<file path="src/rtl/cordic_pkg.sv">
// Shared definitions for the CORDIC round-robin scheduler.
//   WIDTH_DEF / ANGLE_WIDTH_DEF : default engine coordinate and angle widths
//   X_INIT_DEF                  : pre-scaled CORDIC gain driven as the start X value
//   sched_state_t               : scheduler FSM states
package cordic_pkg;

    localparam int unsigned WIDTH_DEF       = 16;
    localparam int unsigned ANGLE_WIDTH_DEF = 32;
    localparam logic [15:0] X_INIT_DEF      = 16'h26DD;

    typedef enum logic [1:0] {
        S_IDLE,
        S_ISSUE,
        S_WAIT,
        S_RESPOND
    } sched_state_t;

endpackage

</file>
<file path="src/rtl/cordic_rr_scheduler_rr_arbiter.sv">
// Combinational round-robin arbiter.
//   req    : request vector
//   ptr    : highest-priority index for this arbitration
//   gnt    : one-hot grant (all zero when no request)
//   gnt_id : index of the granted request
//   any    : at least one request present
module rr_arbiter #(
    parameter int unsigned N = 4
) (
    input  logic [N-1:0]         req,
    input  logic [$clog2(N)-1:0] ptr,
    output logic [N-1:0]         gnt,
    output logic [$clog2(N)-1:0] gnt_id,
    output logic                 any
);

    localparam int unsigned PW = $clog2(N);

    logic [PW-1:0] cand;

    // Scan ptr, ptr+1, ... modulo N; the first hit wins.
    always_comb begin
        gnt    = '0;
        gnt_id = '0;
        any    = 1'b0;
        cand   = '0;
        for (int unsigned off = 0; off < N; off++) begin
            cand = PW'((32'(ptr) + off) % N);
            if (!any && req[cand]) begin
                any    = 1'b1;
                gnt_id = cand;
            end
        end
        gnt[gnt_id] = any;
    end

endmodule

</file>
<file path="src/rtl/cordic_rr_scheduler.sv">
// Shares one iterative CORDIC engine between NUM_REQ requesters.
//   clock, reset        : rising-edge clock, synchronous active-high reset
//   req_valid/ready     : per-requester job handshake (ready is one-hot, IDLE only)
//   req_angle           : packed angles, requester i at [i*ANGLE_WIDTH +: ANGLE_WIDTH]
//   resp_valid/ready    : one-hot result handshake back to the granted requester
//   resp_cos/sin/err    : shared result bus; err=1 means the job timed out (results 0)
//   cordic_*            : engine start pulse, start vector, angle, results and done
//   busy                : scheduler is not idle
module cordic_rr_scheduler
    import cordic_pkg::*;
#(
    parameter int unsigned          NUM_REQ        = 4,
    parameter int unsigned          WIDTH          = WIDTH_DEF,
    parameter int unsigned          ANGLE_WIDTH    = ANGLE_WIDTH_DEF,
    parameter logic [WIDTH-1:0]     X_INIT         = X_INIT_DEF,
    parameter int unsigned          TIMEOUT_CYCLES = 64
) (
    input  logic                           clock,
    input  logic                           reset,
    input  logic [NUM_REQ-1:0]             req_valid,
    output logic [NUM_REQ-1:0]             req_ready,
    input  logic [NUM_REQ*ANGLE_WIDTH-1:0] req_angle,
    output logic [NUM_REQ-1:0]             resp_valid,
    input  logic [NUM_REQ-1:0]             resp_ready,
    output logic [WIDTH-1:0]               resp_cos,
    output logic [WIDTH-1:0]               resp_sin,
    output logic                           resp_err,
    output logic                           cordic_start,
    output logic [WIDTH-1:0]               cordic_x_start,
    output logic [WIDTH-1:0]               cordic_y_start,
    output logic [ANGLE_WIDTH-1:0]         cordic_angle,
    input  logic [WIDTH-1:0]               cordic_cosine,
    input  logic [WIDTH-1:0]               cordic_sine,
    input  logic                           cordic_done,
    output logic                           busy
);

    localparam int unsigned PW = $clog2(NUM_REQ);
    localparam int unsigned TW = $clog2(TIMEOUT_CYCLES);

    sched_state_t state, state_next;

    logic [PW-1:0]          rr_ptr;
    logic [PW-1:0]          grant_id;
    logic [PW-1:0]          grant_next_ptr;
    logic [TW-1:0]          timer;
    logic                   timeout_hit;
    logic [NUM_REQ-1:0]     arb_gnt;
    logic [PW-1:0]          arb_id;
    logic                   arb_any;
    logic [ANGLE_WIDTH-1:0] sel_angle;

    rr_arbiter #(
        .N (NUM_REQ)
    ) u_arb (
        .req    (req_valid),
        .ptr    (rr_ptr),
        .gnt    (arb_gnt),
        .gnt_id (arb_id),
        .any    (arb_any)
    );

    assign sel_angle      = req_angle[arb_id*ANGLE_WIDTH +: ANGLE_WIDTH];
    assign timeout_hit    = (timer == TW'(TIMEOUT_CYCLES - 1));
    assign grant_next_ptr = (grant_id == PW'(NUM_REQ - 1)) ? '0 : grant_id + 1'b1;
    assign cordic_x_start = X_INIT;
    assign cordic_y_start = '0;
    assign busy           = (state != S_IDLE);

    always_ff @(posedge clock) begin
        if (reset) begin
            state <= S_IDLE;
        end else begin
            state <= state_next;
        end
    end

    always_comb begin
        state_next   = state;
        req_ready    = '0;
        resp_valid   = '0;
        cordic_start = 1'b0;
        case (state)
            S_IDLE: begin
                // A granted requester is always accepted, so any valid request
                // completes its handshake this cycle.
                req_ready = arb_gnt;
                if (arb_any) begin
                    state_next = S_ISSUE;
                end
            end
            S_ISSUE: begin
                cordic_start = 1'b1;
                state_next   = S_WAIT;
            end
            S_WAIT: begin
                if (cordic_done || timeout_hit) begin
                    state_next = S_RESPOND;
                end
            end
            S_RESPOND: begin
                resp_valid[grant_id] = 1'b1;
                if (resp_ready[grant_id]) begin
                    state_next = S_IDLE;
                end
            end
            default: state_next = S_IDLE;
        endcase
    end

    always_ff @(posedge clock) begin
        if (reset) begin
            rr_ptr       <= '0;
            grant_id     <= '0;
            timer        <= '0;
            cordic_angle <= '0;
            resp_cos     <= '0;
            resp_sin     <= '0;
            resp_err     <= 1'b0;
        end else begin
            case (state)
                S_IDLE: begin
                    if (arb_any) begin
                        cordic_angle <= sel_angle;
                        grant_id     <= arb_id;
                    end
                end
                S_ISSUE: begin
                    timer <= '0;
                end
                S_WAIT: begin
                    timer <= timer + 1'b1;
                    // done has priority over a coincident timeout
                    if (cordic_done) begin
                        resp_cos <= cordic_cosine;
                        resp_sin <= cordic_sine;
                        resp_err <= 1'b0;
                    end else if (timeout_hit) begin
                        resp_cos <= '0;
                        resp_sin <= '0;
                        resp_err <= 1'b1;
                    end
                end
                S_RESPOND: begin
                    if (resp_ready[grant_id]) begin
                        rr_ptr <= grant_next_ptr;
                    end
                end
                default: ;
            endcase
        end
    end

endmodule

</file>
<file path="config.mk">
export PLATFORM = sky130hd
export DESIGN_NAME = cordic_rr_scheduler
export DESIGN_NICKNAME = d
export VERILOG_FILES = /design/src/rtl/cordic_pkg.sv /design/src/rtl/cordic_rr_scheduler_rr_arbiter.sv /design/src/rtl/cordic_rr_scheduler.sv
export SDC_FILE = /design/constraint.sdc
export NUM_CORES = 1
export LEC_CHECK = 0
export BUFFER_PORTS_ARGS = -buffer_cell sky130_fd_sc_hd__buf_2
export CAP_MARGIN = 15
export CORE_AREA = 2 2 107 109
export CTS_CLUSTER_DIAMETER = 50
export DETAILED_ROUTE_END_ITERATION = 12
export DIE_AREA = 0 0 109 111
export GPL_TIMING_DRIVEN = 0
export MAX_ROUTING_LAYER = met4
export PLACE_DENSITY = 0.73
export SLEW_MARGIN = 10
export SYNTH_ARGS = -nofsm -noshare
export SYNTH_HDL_FRONTEND = slang
export SYNTH_SLANG_ARGS = --single-unit
</file>
<file path="constraint.sdc">
create_clock -name clock -period 2.15 [get_ports clock]
set_clock_uncertainty 0.15 [all_clocks]
set_input_delay 0.1075 -clock clock [delete_from_list [all_inputs] [get_ports clock]]
set_output_delay 0.1075 -clock clock [all_outputs]
set_load 0.02 [all_outputs]
</file>
; ---- After elaboration in Yosys (flattened, before gate mapping)
; Index checks and enable logic that the tools add are counted.
; W data, S select, Z words.
[classes]
n_addsub = 5
order_cmp = 8
eq_ne = 8
shift = 1
n_mux = 36
bitwise = 1
n_reduce_logical = 17
[op_table]
columns = op, count
row1 = $shiftx A128 B8 Y32, 1
row2 = $mux W16, 3
row3 = $lt A2 B3 Y1 const B, 6
row4 = $mux W2, 8
row5 = $mux W1, 14
row6 = $pmux W6 S2, 1
row7 = $bmux W1 S2, 5
row8 = $mux W4, 2
row9 = $pmux W2 S4, 1
row10 = $add A6 B1 Y6 const B, 1
row11 = $eq A2 B2 Y1 const B, 3
row12 = $eq A6 B6 Y1 const B, 1
row13 = $ne A2 B2 Y1 const B, 3
row14 = $reduce_and A2 Y1, 3
row15 = $reduce_bool A2 Y1, 3
row16 = $logic_and A1 B1 Y1, 5
row17 = $add A2 B1 Y2 const B, 2
row18 = $add A2 B2 Y2 const B, 2
row19 = $and A4 B4 Y4, 1
row20 = $demux W1 S2, 2
row21 = $ge A2 B1 Y1 const B, 2
row22 = $logic_not A1 Y1, 3
row23 = $reduce_and A3 Y1, 1
row24 = $eq A2 B1 Y1 const B, 1
row25 = other kinds (2), 2
[word_totals]
reg_bits = 77
in_bits = 171
output_inout_bits = 107
elab_cells = 84

; ---- Longest topological paths before layout
; Gate-level depths: netlist (run 1).
[depth]
depth_word = 18
depth_mapped = 8
depth_no_buf = 7

; ---- By module
; From an unflattened synthesis (run 1), not the netlist that was laid out.
[unflattened]
hier_cells = 473
hier_area_um2 = 4197.8
[modules_own_cells]
columns = module, instances, cells_per_inst, area_each_um2, seq_area_each_um2
row1 = cordic_rr_scheduler, 1, 441, 4015.1, 1541.5
row2 = rr_arbiter, 1, 32, 182.7, 0.0

; ---- Worst setup path before layout (run 1)
; No wires, ideal clock.
[synth_timing]
kind = reg2out
start = register rr_ptr[1]
end = output req_ready[1]
t_arrival_ns = 1.587
required_ns = 1.893
setup_slack_ns = 0.305
path_stages_with_launch = 7
path_buffers = 2
cell_sequence = dfxtp_1 > buf_6 > mux2i_1 > o221ai_2 > buf_4 > or2_2 > nor2_1
[synth_via]
elab_chain_cells = 18
elab_cells_between_ends = 32
classes_between = 3 x add/sub / 2 x order compare / 19 x mux / 1 x bitwise / 7 x reduce/logical
[synth_lines]
columns = element, line
row1 = start: declaration, cordic_rr_scheduler.sv:43  ; logic [PW-1:0] rr_ptr;
row2 = start signal: assignment, cordic_rr_scheduler.sv:146  ; rr_ptr <= grant_next_ptr;
row3 = "parallel branches: the longest is 16 deep, another holds $lt A2 B3 Y1", -
row4 = $and A4 B4 Y4 (no line) (*), -
row5 = $mux W4 (*), cordic_rr_scheduler.sv:83  ; case (state)
row6 = end: declaration, cordic_rr_scheduler.sv:21  ; output logic [NUM_REQ-1:0] req_ready,
; Every way passes the cells marked *. The select of a mux whose other input is x is not followed.

; ---- Final worst setup path (run 1)
; Ends and elaborated chain as after synthesis.

==> results of run 1 <==
==> logic make-up (layout without fill, tap and decap cells) <==
kind of cell | count (synthesis) | count (layout) | synth area share, %
flops | 77 | 77 | 38.4
other cells | 2 | 34 | 0.187
simple gates | 92 | 92 | 9.86
xor+xnor | 4 | 4 | 0.874
buf+inv | 71 | 484 | 11.8
fa+ha+maj | 9 | 9 | 2.81
compound gates | 100 | 100 | 18.8
mux | 68 | 68 | 17.3
==> area by class of cell <==
cell class                 instances  area (um^2)
tap                              143          179
buffer                            61          457
clock inverter                     5         58.8
antenna                            2         5.00
timing repair buffer             400         2790
fill                             798         3630
clock buffer                      10          239
sequential                        77         1540
multi-input combinational        305         2150
inverter                           8         30.0
==> metrics by stage <==
stage | hold slack [ns] | power, mW | instance area (um^2) | instances | setup slack (ns)
2_1_floorplan | 0.120 | 3.29 | 4120 | 453 | 0.305
6_report | -0.00154 | 5.90 | 7450 | 1011 | 0.00779
3_3_place_gp | 0.204 | 3.95 | 5520 | 840 | 0.0557
3_5_place_dp | 0.213 | 4.01 | 5520 | 840 | -0.0278
5_1_grt | 0.0201 | 6.16 | 7450 | 1010 | -0.0725
4_1_cts | 0.000362 | 5.78 | 7390 | 1010 | 0.000220
==> worst max-delay path: cells and delay by family, from the launching register on <==
family / cells / cell delay (ns)
AO/OA/AOI/OAI: 1 / 0.14
buffers and inverters: 3 / 0.43
flip-flops: 1 / 0.32
multiplexers: 1 / 0.26
AND/OR/NAND/NOR: 2 / 0.40
==> what timing repair did <==
action	in CTS	in global routing
resized for setup	9	21
endpoints found under the hold margin	64	0
pin swaps	0	1
endpoints found under the setup margin	42	64
hold buffers	154	0
setup buffers	1	1
==> power groups by stage <==
stage	logic [mW]	registers, mW	clock network [mW]
floorplan	1.04	2.25	0
global placement	2.04	1.92	0
detailed placement	2.08	1.93	0
CTS	2.32	1.90	1.56
global route	2.59	1.95	1.62
finish	2.42	1.93	1.55
==> flip-flops by register name (all words and copies together), names as in the netlist <==
| signal | cells |
|---|---|
| cordic_angle | 32 |
| grant_id | 2 |
| resp_cos | 16 |
| resp_err | 1 |
| resp_sin | 16 |
| rr_ptr | 2 |
| state | 2 |
| timer | 6 |
==> final timing paths <==
path / end / slack (ns) / cells past startpoint
worst max-delay path: req_ready[1] / 0.008 / 7
worst min-delay path: cordic_angle[22] / -0.002 / 3
worst max register to register: cordic_angle[9] / 0.008 / 7
worst min register to register: cordic_angle[0] / 0.31 / 2
==> cells in the final DEF, fill, tap and decap left out, types with 8 or more instances in the layout <==
| cell | synthesis | layout |
|---|---|---|
| a22oi_1 | 32 | 32 |
| a2bb2oi_1 | 14 | 14 |
| buf_2 | 5 | 246 |
| buf_4 | 33 | 35 |
| clkbuf_1 | 18 | 8 |
| clkbuf_16 | 0 | 9 |
| conb_1 | 2 | 32 |
| dfxtp_1 | 77 | 77 |
| dlygate4sd3_1 | 0 | 154 |
| ha_1 | 9 | 9 |
| inv_1 | 8 | 8 |
| mux2i_1 | 67 | 64 |
| nand2_1 | 28 | 28 |
| nor2_1 | 45 | 43 |
| o21ai_1 | 14 | 14 |
| o221ai_1 | 18 | 17 |
==> routing by layer <==
metal / GRT usage, % / wire length, um / vias up
met5: - / 0 / -
met4: 20.6 / 1250 / 0
met3: 7.76 / 1530 / 112
met2: 49.6 / 8870 / 360
met1: 29.7 / 6380 / 2357
li1: - / - / 2340
==> results_dict.tcl, run 1 <==
set metrics [dict create \
    status "complete, but fails checks" \
    violations "hold timing" \
    slew_headroom_pct 61.4 \
    internal_power_mw 3.70 \
    drt_iter0_markers 368 \
    setup_violations 0 \
    synth.top_cells.by_area "dfxtp_1, mux2i_1, buf_4" \
    synth_edf_count 0 \
    grt_pass1_vias 5504 \
    num_vias 5169 \
    antenna_left 0 \
    tightest_slew_ns 0.573 \
    io_buffers 244 \
    leakagePower_nw 3.79 \
    cts.clk_slew.worst_paths_ns 0.06 \
    io_pins 278 \
    ys.flop_type "dfxtp_1" \
    drv_cap 0 \
    finish.net_count 1042 \
    avgSynthCellArea_um2 9.48 \
    grt_max_degree 14 \
    dieArea_mm2 0.0121 \
    rows 39 \
    firstDrtPassIters 5 \
    vias_per_cell 5.11 \
    r2r_start "rr_ptr[1]" \
    synthCells 423 \
    fin_setup_tns_ns 0 \
    grtUsageTotal_pct 29.7 \
    hold_violations 1 \
    pwr-share-clk_pct 26.3 \
    synth_warnings 0 \
    critPathKind "flip-flop to primary output" \
    clock_path_buffers 2 \
    grt.overflow.total 0 \
    wire_per_inst_um 17.8 \
    root_buffer "clkbuf_16" \
    synth_cell_types 42 \
    syn_to_final_growth_pct 85.7 \
    start_kind "flip-flop" \
    drcViolationCount 0 \
    ys_async_sr_fraction_pct 0 \
    synth_top_cell_area_share_pct 38.4 \
    grt_pass1_wl_um 27000 \
    core_area_mm2 0.0111 \
    clkSinkCount 77 \
    die_h_um 111 \
    end_kind "primary output" \
    synthTopCellsByCount "dfxtp_1, mux2i_1, nor2_1" \
    fin_crit_sh_pct 99.6 \
    path_max_fanout 7 \
    pwr-share-seq_pct 32.7 \
    tritoncts "yes" \
    cp.required_ns 1.89 \
    crit_top_cell "buf_6" \
    start_util_pct 36.2 \
    final_max_slew_viol_count 0 \
    cp_cell_sequence "buf_6 > mux2i_4 > o221ai_4 > buf_6 > or2_2 > nor2_1 > buf_4" \
    rsz0062_at_grt "true" \
    clock_latency_ns 0.33 \
    fmax_ghz 0.467 \
    yosysSeqAreaShare_pct 38.4 \
    power.density_mw_per_mm2 792 \
    worstPathArrival_ns 1.88 \
    mappedNetlistArea_mm2 0.00401 \
    wirelength_um 18000 \
    max-vdd-ir-drop_uv 441 \
    dp_hpwl_um 10300 \
    hold_slack_ns -0.00154 \
    startpoint "rr_ptr[1]" \
    antenna_found_initial 1 \
    p_sw_mw 2.20 \
    cts_buffers 9 \
    holdCritStartpoint "req_angle[86]" \
    utilization_pct 67.2 \
    htree_levels 3 \
    synth_seq_cells 77 \
    drive_above_1_share_pct 37.6 \
    synth_area_leader_cell "dfxtp_1" \
    p_sw_share_pct 37.4 \
    cpPeakStageDelay_ns 0.32 \
    power_frac_comb_pct 41.0 \
    period_needed_ns 2.14 \
    fp.dieW_um 109 \
    yosysMostFrequentCell "dfxtp_1" \
    slowest_stage "dfxtp_1" \
    hold_class "primary input to flip-flop" \
    gp_congestion 0.870 \
]
(Power assumes the default switching activity.)
==> run 2: changes to the inputs <==
- CORE_AREA: 2 2 107 109 -> 2 2 108 110
- DIE_AREA: 0 0 109 111 -> 0 0 110 112
- SYNTH_HIERARCHICAL: unset -> 1
==> run 2 against run 1 <==
Net effect: the flow now finishes without violations; wire length decreased by 21%; register-to-register slack improved by 0.05 ns; synthesized cell count increased by 12%; sequential share of layout area increased by 3.1 points; utilization decreased by 9.0 points; clock power increased by 7%; worst hold slack improved by 0.062 ns.
==> results_dict.tcl, run 2 <==
set metrics [dict create \
    status "finished, final reports clean" \
    fin_area_mm2 0.00651 \
    largest_reg_flops 32 \
    cpPeakStageDelay_ns 0.51 \
    io_buffers 243 \
    yosysSeqAreaShare_pct 36.7 \
    synth_cell_types 41 \
    root_buffer "clkbuf_16" \
    finish.net_count 974 \
    cts_buffers 9 \
    drv_cap 0 \
    die_h_um 112 \
    gp_congestion 0.839 \
    top_regs "cordic_angle: 32 flops, resp_cos: 16 flops, resp_sin: 16 flops" \
    clock_latency_ns 0.32 \
    topRoutingLayerUsed "met4" \
    synth.top_cells.by_area "dfxtp_1, mux4_2, nand2_1" \
    cp_cell_sequence "nand2b_4 > a21oi_2 > a211oi_2 > buf_6 > buf_12 > mux4_2 > nand2_1 > a21oi_1" \
    antenna_left 0 \
    stdcell_count 943 \
    grt_pass1_wl_um 21200 \
    final_max_slew_viol_count 0 \
    dp_hpwl_um 10800 \
    synthCells 473 \
    antenna_found_initial 1 \
    wirelength_um 14200 \
    ys.flop_type "dfxtp_1" \
    synth_top_cell_area_share_pct 36.7 \
    synthTopCellsByCount "nand2_1, dfxtp_1, a21oi_1" \
    syn_to_final_growth_pct 55.0 \
    reg2reg_slack_ns 0.06 \
    drive_above_1_share_pct 44.6 \
    hold_end "resp_sin[0]" \
    num_vias 4462 \
    holdCritStartpoint "cordic_done" \
    vias_per_cell 4.73 \
    placed_cell_area_mm2 0.00571 \
    r2r_end "cordic_angle[22]" \
    grtUsageTotal_pct 23.1 \
    power.density_mw_per_mm2 909 \
    fp.dieW_um 110 \
    dp_cells 889 \
    met3_length_um 1130 \
    end_kind "flip-flop" \
    leakagePower_nw 3.09 \
    clock_path_buffers 2 \
    avgSynthCellArea_um2 8.87 \
    io_pins 278 \
    slowest_stage "mux4_2" \
    grt_max_degree 13 \
    period_needed_ns 2.09 \
    ys_async_sr_fraction_pct 0 \
    final_common_cell "buf_2" \
    dieArea_mm2 0.0123 \
    start_kind "flip-flop" \
    synth_area_leader_cell "dfxtp_1" \
    drt_iter0_markers 249 \
    r2r_start "rr_ptr[0]" \
    fmax_ghz 0.478 \
    hold_class "primary input to flip-flop" \
    most-common-layout-cells "buf_2, nand2_1, dfxtp_1" \
    utilization_pct 58.2 \
    slew_headroom_pct 62.7 \
    wl_met1_um 5350 \
    synth_warnings 6 \
    hold_depth 4 \
    htree_levels 3 \
    core_area_mm2 0.0112 \
    rsz0062_at_grt "true" \
    hold_violations 0 \
    wire_per_inst_um 15.0 \
    fin_crit_sh_pct 97.4 \
    synth_edf_count 0 \
    path_max_fanout 10 \
    worstPathArrival_ns 2.13 \
    cp.required_ns 2.19 \
    critPathKind "flip-flop to flip-flop" \
    firstDrtPassIters 4 \
    clkSinkCount 77 \
    mappedNetlistArea_mm2 0.00420 \
    max-vdd-ir-drop_uv 427 \
    top_register "cordic_angle" \
    tightest_slew_ns 0.560 \
    grt.overflow.total 0 \
    drcViolationCount 0 \
    tritoncts "yes" \
    synth_seq_cells 77 \
    finalPower_mw 5.91 \
    reg2regPathDepth 8 \
    grt_pass1_vias 4443 \
    start_util_pct 37.6 \
    yosysMostFrequentCell "nand2_1" \
    rows 39 \
    cts.clk_slew.worst_paths_ns 0.06 \
    dr_wl_met2_um 7310 \
    setup_violations 0 \
]
## run 2: layout make-up
type,instances,area [um^2]
antenna,2,5.00
buffer,68,480
clock buffer,12,256
clock inverter,4,70.1
fill,1022,4670
inverter,12,45.0
multi-input combinational,346,2340
sequential,77,1550
tap,143,179
timing repair buffer,279,1590
## run 2: per-layer routing
metal / up-vias / global-route usage (%)
li1: 2211 / -
met1: 2032 / 23.7
met2: 195 / 41.5
met3: 24 / 6.21
met4: 0 / 7.93
met5: - / -
## run 2: critical path, delay by kind of cell, from the launching register on
family / cells / cell delay, ns
compound gates: 3 / 0.32
buf+inv: 2 / 0.35
flops: 1 / 0.38
mux: 1 / 0.51
simple gates: 2 / 0.23
## run 2: power by group
| group | switching (mW) | internal (mW) | total, mW | leakage [nW] |
|---|---|---|---|---|
| clock network | 0.583 | 1.08 | 1.66 | 0.163 |
| logic | 1.43 | 0.940 | 2.37 | 2.30 |
| registers | 0.165 | 1.72 | 1.88 | 0.630 |
## run 2: through the flow
step / setup TNS (ns) / worst slack [ns] / hold WS (ns)
2_1_floorplan: 0 / 0.0416 / 0.0935
3_3_place_gp: -6.14 / -0.251 / 0.202
3_5_place_dp: -5.79 / -0.219 / 0.204
4_1_cts: 0 / 0.0155 / 0.0581
5_1_grt: -0.132 / -0.0289 / 0.0952
6_report: 0 / 0.0568 / 0.0603
## run 2: worst max-delay path by stage
stage | startpoint | end | slack [ns] | depth (start not counted)
finish | rr_ptr[0] | cordic_angle[22] | 0.06 | 8
CTS | rr_ptr[0] | cordic_angle[2] | 0.02 | 8
global placement | rr_ptr[0] | cordic_angle[31] | -0.25 | 8
detailed placement | rr_ptr[0] | cordic_angle[31] | -0.22 | 8
global route | rr_ptr[0] | cordic_angle[24] | -0.03 | 8
floorplan | rr_ptr[0] | cordic_angle[20] | 0.04 | 8
## run 2: cell families after synthesis
family,after synthesis,synth area share [%]
buffers and inverters,80,11.1
AOI/OAI and AO/OA,122,15.8
and+or+nand+nor,143,14.2
other,2,0.179
adders and majority gates,10,2.98
DFF,77,36.7
muxes,35,18.2
xor gates and xnor gates,4,0.835
## run 2: what timing repair did
action	in CTS	in global routing
setup buffers	2	0
pin swaps	0	1
endpoints found under the hold margin	33	0
hold buffers	33	0
resized for setup	10	26
setup endpoints to repair	29	39
cloned	0	1
==> run 3: changes to the inputs <==
- CORE_AREA: 2 2 108 110 -> unset
- CORE_ASPECT_RATIO: unset -> 0.7
- CORE_MARGIN: unset -> 2
- CORE_UTILIZATION: unset -> 43
- DIE_AREA: 0 0 110 112 -> unset
- PLACE_DENSITY: 0.73 -> 0.82
==> run 3 against run 2 <==
Net effect: sequential share of layout area decreased by 0.27 points; first-iteration DRC count decreased by 9.2%; clock-buffer cell count decreased by 3; sequential power about the same; clock power decreased by 13%; worst hold slack about the same; critical path type unchanged; critical endpoint is now cordic_angle[19]; largest power group unchanged.
==> results_dict.tcl, run 3 (same netlist as run 2, synthesis figures left out) <==
set metrics [dict create \
    final_common_cell "buf_2" \
    utilization_pct 68.5 \
    max-vdd-ir-drop_uv 456 \
    fillers 739 \
    worstPathArrival_ns 2.16 \
    grtUsageTotal_pct 27.7 \
    grt_pass1_wl_um 22100 \
    core_area_mm2 0.00961 \
    critPathBufInv 2 \
    antenna_left 0 \
    clock_latency_ns 0.33 \
    status "finished, final reports clean" \
    hold_violations 0 \
    period_needed_ns 2.11 \
    top_register "cordic_angle" \
    hold_class "primary input to flip-flop" \
    htree_levels 3 \
    power.density_mw_per_mm2 893 \
    dieArea_mm2 0.0106 \
    root_buffer "clkbuf_16" \
    drv_cap 0 \
    io_pins 278 \
    drcViolationCount 0 \
    hold_slack_ns 0.0606 \
    stdcell_count 931 \
    cpPeakStageDelay_ns 0.50 \
    slowest_stage "mux4_2" \
    firstDrtPassIters 5 \
    end_kind "flip-flop" \
    final_max_slew_viol_count 0 \
    dp_cells 874 \
    cp_cell_sequence "nand2b_4 > a21oi_2 > a211oi_2 > buf_6 > clkbuf_16 > mux4_2 > nand2_1 > a21oi_1" \
    fin_area_mm2 0.00658 \
    cp.required_ns 2.19 \
    cts_buffers 9 \
    cts.clk_slew.worst_paths_ns 0.06 \
    clock_path_buffers 2 \
    io_buffers 243 \
    tightest_slew_ns 0.577 \
    rsz0062_at_grt "true" \
    placed_cell_area_mm2 0.00569 \
    drive_above_1_share_pct 48.1 \
    start_kind "flip-flop" \
    die_h_um 86.7 \
    rows 30 \
    cp_top_family "multiplexers" \
    antenna_found_initial 0 \
    fin_crit_sh_pct 98.3 \
    fp.dieW_um 122 \
    vias_per_cell 5.18 \
    syn_to_final_growth_pct 56.8 \
    start_util_pct 43.7 \
    wire_per_inst_um 16.1 \
    leakagePower_nw 3.11 \
    grt_pass1_vias 4650 \
    clkSinkCount 77 \
    grt.overflow.total 0 \
    wirelength_um 15000 \
    drt_iter0_markers 226 \
    fmax_ghz 0.473 \
    setup_violations 0 \
    critPathKind "flip-flop to flip-flop" \
    largest_reg_flops 32 \
    slew_headroom_pct 61.5 \
    most-common-layout-cells "buf_2, nand2_1, dfxtp_1" \
    num_vias 4825 \
    tritoncts "yes" \
    gp_congestion 0.874 \
    path_max_fanout 7 \
    finish.net_count 978 \
    dp_hpwl_um 10900 \
    grt_max_degree 16 \
    top_regs "cordic_angle: 32 flops, resp_cos: 16 flops, resp_sin: 16 flops" \
]
==> run 3: worst register-to-register path, cell delays in order (launching register included) <==
cell and delay (ns):
dfxtp_4 0.38, nand2b_4 0.14, a21oi_2 0.05, a211oi_2 0.21
buf_6 0.22, clkbuf_16 0.19, mux4_2 0.50, nand2_1 0.08
a21oi_1 0.07
==> run 3: cell type report <==
class / count / area, um^2 / share of cell area (%)
multi-input combinational: 346 / 2410 / 36.6
timing repair buffer: 283 / 1660 / 25.2
sequential: 77 / 1550 / 23.5
buffer: 68 / 480 / 7.30
clock buffer: 9 / 225 / 3.42
tap: 128 / 160 / 2.43
clock inverter: 7 / 57.6 / 0.875
inverter: 12 / 45.0 / 0.684
antenna: 1 / 2.50 / 0.0380
==> run 3: power breakdown <==
group          leakage (nW)  internal, mW  switching, mW
logic                  2.34          1.00           1.56
clock network         0.134         0.797          0.640
registers             0.630          1.72          0.162
total                  3.11          3.52           2.36
==> run 3: worst paths after layout <==
kind         slack [ns]            start               end  cells after the start
max reg2reg        0.04        rr_ptr[0]  cordic_angle[19]                      8
min reg2reg        0.30  cordic_angle[9]   cordic_angle[9]                      2
max                0.04        rr_ptr[0]  cordic_angle[19]                      8
min                0.06      cordic_done       resp_sin[0]                      4
==> run 3: metrics by stage <==
step	power, mW	worst slack, ns	setup TNS [ns]
final	5.88	0.0356	0
after global routing	6.20	-0.0612	-0.630
after detailed placement	4.19	-0.268	-6.68
after floorplan	3.40	0.0416	0
after CTS	5.70	0.00156	0
after global placement	4.10	-0.222	-5.20
==> run 3: per-layer routing <==
metal	up-vias	GRT usage [%]	wire, um
met5	-	-	0
li1	2216	-	-
met3	51	5.92	1100
met1	2279	31.5	5710
met4	0	12.6	513
met2	279	47.3	7670
==> run 3: what timing repair did <==
action | CTS | global route
hold buffers | 33 | 0
resized for setup | 16 | 42
endpoints found under the setup margin | 29 | 51
buffers inserted | 1 | 3
gates cloned | 0 | 3
endpoints found under the hold margin | 33 | 0
pin swaps | 0 | 10
